**src/rtl/vga_pkg.sv**
```systemverilog
// Shared VGA definitions: frame geometry, capture FSM states and
// pixel-format helpers used by the frame-buffer writer and VGA driver.
package vga_pkg;

    localparam int SRC_WIDTH_C  = 640;
    localparam int SRC_HEIGHT_C = 480;
    localparam int DST_WIDTH_C  = 320;

    typedef enum logic [2:0] {
        IDLE    = 3'b001,
        CAPTURE = 3'b010,
        DONE    = 3'b100
    } fbwState_t;

    // Truncating RGB565 -> RGB444 (drop the LSBs of each channel)
    function automatic logic [11:0] rgb565To444(input logic [15:0] pix);
        return {pix[15:12], pix[10:7], pix[4:1]};
    endfunction

endpackage

```
**src/rtl/frame_buffer_writer.sv**
```systemverilog
// Camera stream to 320x240 frame buffer: 2:1 decimation per axis,
// RGB565 -> RGB444, registered write port and frame status pulses.
module frame_buffer_writer
    import vga_pkg::*;
#(
    parameter int SRC_WIDTH  = SRC_WIDTH_C,
    parameter int SRC_HEIGHT = SRC_HEIGHT_C,
    parameter int DST_WIDTH  = DST_WIDTH_C
) (
    input  logic        piul1Clock,
    input  logic        piul1Reset_n,
    input  logic        piul1Valid,
    output logic        poul1Ready,
    input  logic        piul1StartOfFrame,
    input  logic        piul1EndOfLine,
    input  logic [15:0] piul16Pixel,
    output logic        poul1WEnable,
    output logic [16:0] poul17WAddr,
    output logic [11:0] poul12WData,
    output logic        poul1FrameDone,
    output logic        poul1FrameAbort
);

    fbwState_t   state, stateNext;
    logic [9:0]  col, colNext;
    logic [8:0]  row, rowNext;
    logic [16:0] rowBase, rowBaseNext;
    logic        weNext, doneNext, abortNext;
    logic [16:0] addrNext;
    logic [11:0] dataNext;

    logic        accept;
    logic        doBeat;
    logic [9:0]  posCol;
    logic [8:0]  posRow;
    logic [16:0] posBase;

    assign poul1Ready = (state != DONE);
    assign accept     = piul1Valid & poul1Ready;

    // A StartOfFrame beat is always position (0,0), whatever came before
    assign posCol  = piul1StartOfFrame ? '0 : col;
    assign posRow  = piul1StartOfFrame ? '0 : row;
    assign posBase = piul1StartOfFrame ? '0 : rowBase;

    always_comb begin
        stateNext   = state;
        colNext     = col;
        rowNext     = row;
        rowBaseNext = rowBase;
        weNext      = 1'b0;
        addrNext    = poul17WAddr;
        dataNext    = poul12WData;
        doneNext    = 1'b0;
        abortNext   = 1'b0;
        doBeat      = 1'b0;

        unique case (state)
            IDLE: begin
                doBeat = accept & piul1StartOfFrame;
            end
            CAPTURE: begin
                doBeat    = accept;
                abortNext = accept & piul1StartOfFrame;
            end
            DONE: begin
                stateNext = IDLE;
            end
            default: begin
                stateNext = IDLE;
            end
        endcase

        if (doBeat) begin
            stateNext = CAPTURE;
            weNext    = !posCol[0] && !posRow[0]
                        && (posCol < 10'(SRC_WIDTH));
            if (weNext) begin
                addrNext = posBase + 17'(posCol[9:1]);
                dataNext = rgb565To444(piul16Pixel);
            end
            if (piul1EndOfLine) begin
                colNext     = '0;
                rowNext     = posRow + 9'd1;
                // Base tracks the next even row, so bump only after even rows
                rowBaseNext = posRow[0] ? posBase
                                        : posBase + 17'(DST_WIDTH);
                if (posRow == 9'(SRC_HEIGHT - 1)) begin
                    stateNext = DONE;
                    doneNext  = 1'b1;
                end
            end else begin
                colNext     = (posCol < 10'(SRC_WIDTH)) ? posCol + 10'd1
                                                        : posCol;
                rowNext     = posRow;
                rowBaseNext = posBase;
            end
        end
    end

    always_ff @(posedge piul1Clock) begin
        if (!piul1Reset_n) begin
            state           <= IDLE;
            col             <= '0;
            row             <= '0;
            rowBase         <= '0;
            poul1WEnable    <= 1'b0;
            poul17WAddr     <= '0;
            poul12WData     <= '0;
            poul1FrameDone  <= 1'b0;
            poul1FrameAbort <= 1'b0;
        end else begin
            state           <= stateNext;
            col             <= colNext;
            row             <= rowNext;
            rowBase         <= rowBaseNext;
            poul1WEnable    <= weNext;
            poul17WAddr     <= addrNext;
            poul12WData     <= dataNext;
            poul1FrameDone  <= doneNext;
            poul1FrameAbort <= abortNext;
        end
    end

endmodule

```
**config.mk**
```make
export PLATFORM = sky130hd
export DESIGN_NAME = frame_buffer_writer
export DESIGN_NICKNAME = d
export VERILOG_FILES = /design/src/rtl/vga_pkg.sv /design/src/rtl/frame_buffer_writer.sv
export SDC_FILE = /design/constraint.sdc
export NUM_CORES = 1
export LEC_CHECK = 0
export ABC_AREA = 1
export BUFFER_PORTS_ARGS = -buffer_cell sky130_fd_sc_hd__buf_2
export CAP_MARGIN = 20
export CORE_UTILIZATION = 45
export CTS_CLUSTER_SIZE = 30
export DETAILED_ROUTE_END_ITERATION = 16
export PLACE_DENSITY = 0.71
export SLEW_MARGIN = 10
export SYNTH_ARGS = -nofsm -noshare
export SYNTH_HDL_FRONTEND = slang
export SYNTH_SLANG_ARGS = --single-unit
```
**constraint.sdc**
```tcl
create_clock -name piul1Clock -period 1.79 [get_ports piul1Clock]
set_input_delay 0.0895 -clock piul1Clock [delete_from_list [all_inputs] [get_ports piul1Clock]]
set_output_delay 0.0895 -clock piul1Clock [all_outputs]
set_load 0.05 [all_outputs]
```
==> qor.yml <==
clock_network:
  cts_tree: "done"
  cts_max_level: 3
  cts_buffer_depth: 2
  path_clk_slew_ns: 0.08
  clock-sinks: 71
  numCtsBuffers: 9
  clockRootBuffer: "clkbuf_8"
  clk_latency_ns: 0.35
die:
  io_pins: 54
  die_h_um: 95.3
  dieWidth_um: 95.3
  row_count: 33
  coreArea_um2: 8340
  start_util: 0.470
  dieArea_um2: 9090
routing:
  postRouteAntennaNets: 0
  drtIter0Drc: 231
  dr.pass1.iters: 7
  routedWlPerCell_um: 13.2
  vias: 4147
  wl_um: 10600
  post-route-drc-count: 0
  via_per_inst: 5.18
synthesis:
  syn_area_um2: 3920
  synthesis.yosys.warnings: 0
  syn_avg_cell_area_um2: 6.69
  synth-simple-area-share: 0.331
  ys_seq_area_frac: 0.363
  synth_cell_types: 41
  synthFlopType: "dfxtp_1"
  synth_edf_count: 0
  synthCells: 586
  muxShareOfSynthArea: 0
  synth-compound-area-share: 0.126
  async_reset_ff_frac: 0
  synthAdderAreaFrac: 0.0319
  ys_seq_elements: 71
  synth_top_family_by_area: "simple AND/OR/NAND/NOR gates"
  synthXorXnorAreaFrac: 0.0402
  synth_nets: 617
worst_setup_path:
  path_class: "reg -> reg"
  cp-start-kind: "flip-flop"
  timing.critical_path.required_ns: 2.04
  cp.arrival_ns: 2.02
  cp_max_fo: 4
  end_kind: "flip-flop"
cells_and_area:
  num_antenna_cells: 0
  multiInputGateArea_um2: 2360
  ff_latch_area_um2: 1430
  drive_gt1_frac: 0.302
  final_nets: 721
  post-route-util: 0.629
  syn_to_final_growth_pct: 33.9
  fin_cells: 800
  fillers: 681
timing:
  period_minus_slack_ns: 1.77
  hold_viol_final: 0
  tns_ns: 0
  grt_setup_unrepaired: "yes"
  fin_crit_sh: 0.987
  hold_slack_ns: 0.101
  setup_violations: 0
  maxSlewHeadroom: 0.710
  finClkSkew_ns: 0.00931
  worstMarginPinSlew_ns: 0.435
  slew_violations: 0
  fmax_ghz: 0.566
global_route:
  first_global_vias: 3762
  antenna_found_initial: 0
  grt_max_degree: 41
  gr-usage-all-layers: 0.225
  grt_pass1_wl_um: 16100
  grt.overflow.total: 0
power_and_ir_drop:
  powerDensity_nw_per_um2: 713
  peakVddDrop_mv: 0.378
  leakage_uw: 0.00236
job:
  max_cap_violations: 0
min_path:
  hold_class: "in -> reg"
status:
  status: "completed"
placed_design:
  place_congestion: 0.884
  port_buffers: 49
  dp_cells: 766
  dp_hpwl_um: 6970
-- where the power goes --
group	switching [uW]	leakage, uW	internal, uW
clock network	644	0.000123	930
registers	27.7	0.000581	1630
logic	347	0.00166	160
total	1020	0.00236	2720
-- final timing paths --
kind / cells past startpoint / slack, ns / from / end
setup / recovery: 12 / 0.02 / col[8]$_SDFFE_PN0P_ / poul17WAddr[16]$_SDFFE_PN0P_
hold / removal: 3 / 0.10 / piul1EndOfLine / row[1]$_SDFFE_PN0P_
setup reg to reg: 12 / 0.02 / col[8]$_SDFFE_PN0P_ / poul17WAddr[16]$_SDFFE_PN0P_
hold reg to reg: 2 / 0.45 / rowBase[0]$_SDFFE_PN0P_ / rowBase[0]$_SDFFE_PN0P_
-- metal layers --
| layer | GRT usage | vias to the layer above | part of all wire |
|---|---|---|---|
| met5 | 0 | - | 0 |
| met4 | 0.0871 | 0 | 0.022 |
| met3 | 0.0399 | 24 | 0.041 |
| met2 | 0.398 | 108 | 0.50 |
| met1 | 0.269 | 1935 | 0.44 |
| li1 | - | 2080 | - |
-- registers in the layout (all words and copies together) (netlist names) --
| register | count |
|---|---|
| poul17WAddr | 17 |
| rowBase | 17 |
| poul12WData | 12 |
| col | 10 |
| row | 9 |
| state | 3 |
| poul1FrameAbort | 1 |
| poul1FrameDone | 1 |
| poul1WEnable | 1 |
-- cell usage after synthesis (7+ instances only) --
library cell  count  area (um^2)
a21oi_1          36          180
clkbuf_1         10         37.5
dfxtp_1          71         1420
ha_1             10          125
inv_1            70          263
inv_2            10         37.5
nand2_1         155          582
nand3_1          38          190
nand4_1          10         62.6
nor2_1           59          221
nor3_1           11         55.1
o21a_1            8         60.1
o21ai_0          22          110
xnor2_1           7         61.3
xor2_1           11         96.3
-- cell type report --
type / count / share of cell area
flip-flops and latches: 71 / 0.273
repair buffers: 114 / 0.146
multi-input cells: 412 / 0.449
inverters: 82 / 0.0596
clock buffers: 9 / 0.0236
clock inverters: 7 / 0.0231
well taps: 105 / 0.0250
-- per-stage QoR --
step / area (um^2) / setup slack, ns / power (uW)
final: 5250 / 0.0234 / 3740
after detailed placement: 4540 / -0.0832 / 2150
after CTS: 4930 / 0.00316 / 3740
after global placement: 4540 / -0.0632 / 2140
after floorplan: 3920 / 0.0589 / 2020
after global routing: 5250 / -0.0759 / 3890
-- placed cells by master, fill, tap and decap left out, types with 7 or more instances in the layout --
| master | count |
|---|---|
| a21oi_1 | 34 |
| buf_2 | 49 |
| buf_4 | 52 |
| clkbuf_8 | 9 |
| dfxtp_1 | 63 |
| dfxtp_2 | 7 |
| dlygate4sd3_1 | 12 |
| ha_4 | 8 |
| inv_1 | 63 |
| inv_2 | 15 |
| nand2_1 | 138 |
| nand2_2 | 18 |
| nand3_1 | 38 |
| nand4_1 | 10 |
| nor2_1 | 46 |
| nor2_2 | 11 |
| nor2_4 | 7 |
| nor3_2 | 11 |
| o21a_1 | 8 |
| o21ai_0 | 22 |
| xnor2_1 | 7 |
| xor2_1 | 11 |
-- critical path, stage by stage (launching register included) --
cell and delay (ns):
dfxtp_1 0.35, inv_1 0.08, nor2_2 0.19, ha_4 0.26
a21oi_2 0.20, o21a_1 0.19, nand2_4 0.08, nand2_1 0.08
nand2_1 0.05, nand2_1 0.05, nand3_1 0.06, nand2_1 0.07
inv_1 0.03
-- timing repair --
item / 4_1_cts / 5_1_grt
buffers inserted: 0 / 5
setup endpoints to repair: 10 / 52
cloned: 0 / 1
pin swaps: 1 / 21
endpoints found under the hold margin: 12 / 0
hold buffers: 12 / 0
gates resized for setup: 6 / 76
-- cell families (layout without fill, tap and decap cells) --
family	count (synthesis)	in the layout
and+or+nand+nor	296	297
adders and majority gates	10	10
buffers and inverters	104	212
DFF	71	71
AOI/OAI and AO/OA	87	87
xor gates and xnor gates	18	18
Power figures use the tool's default switching activity.
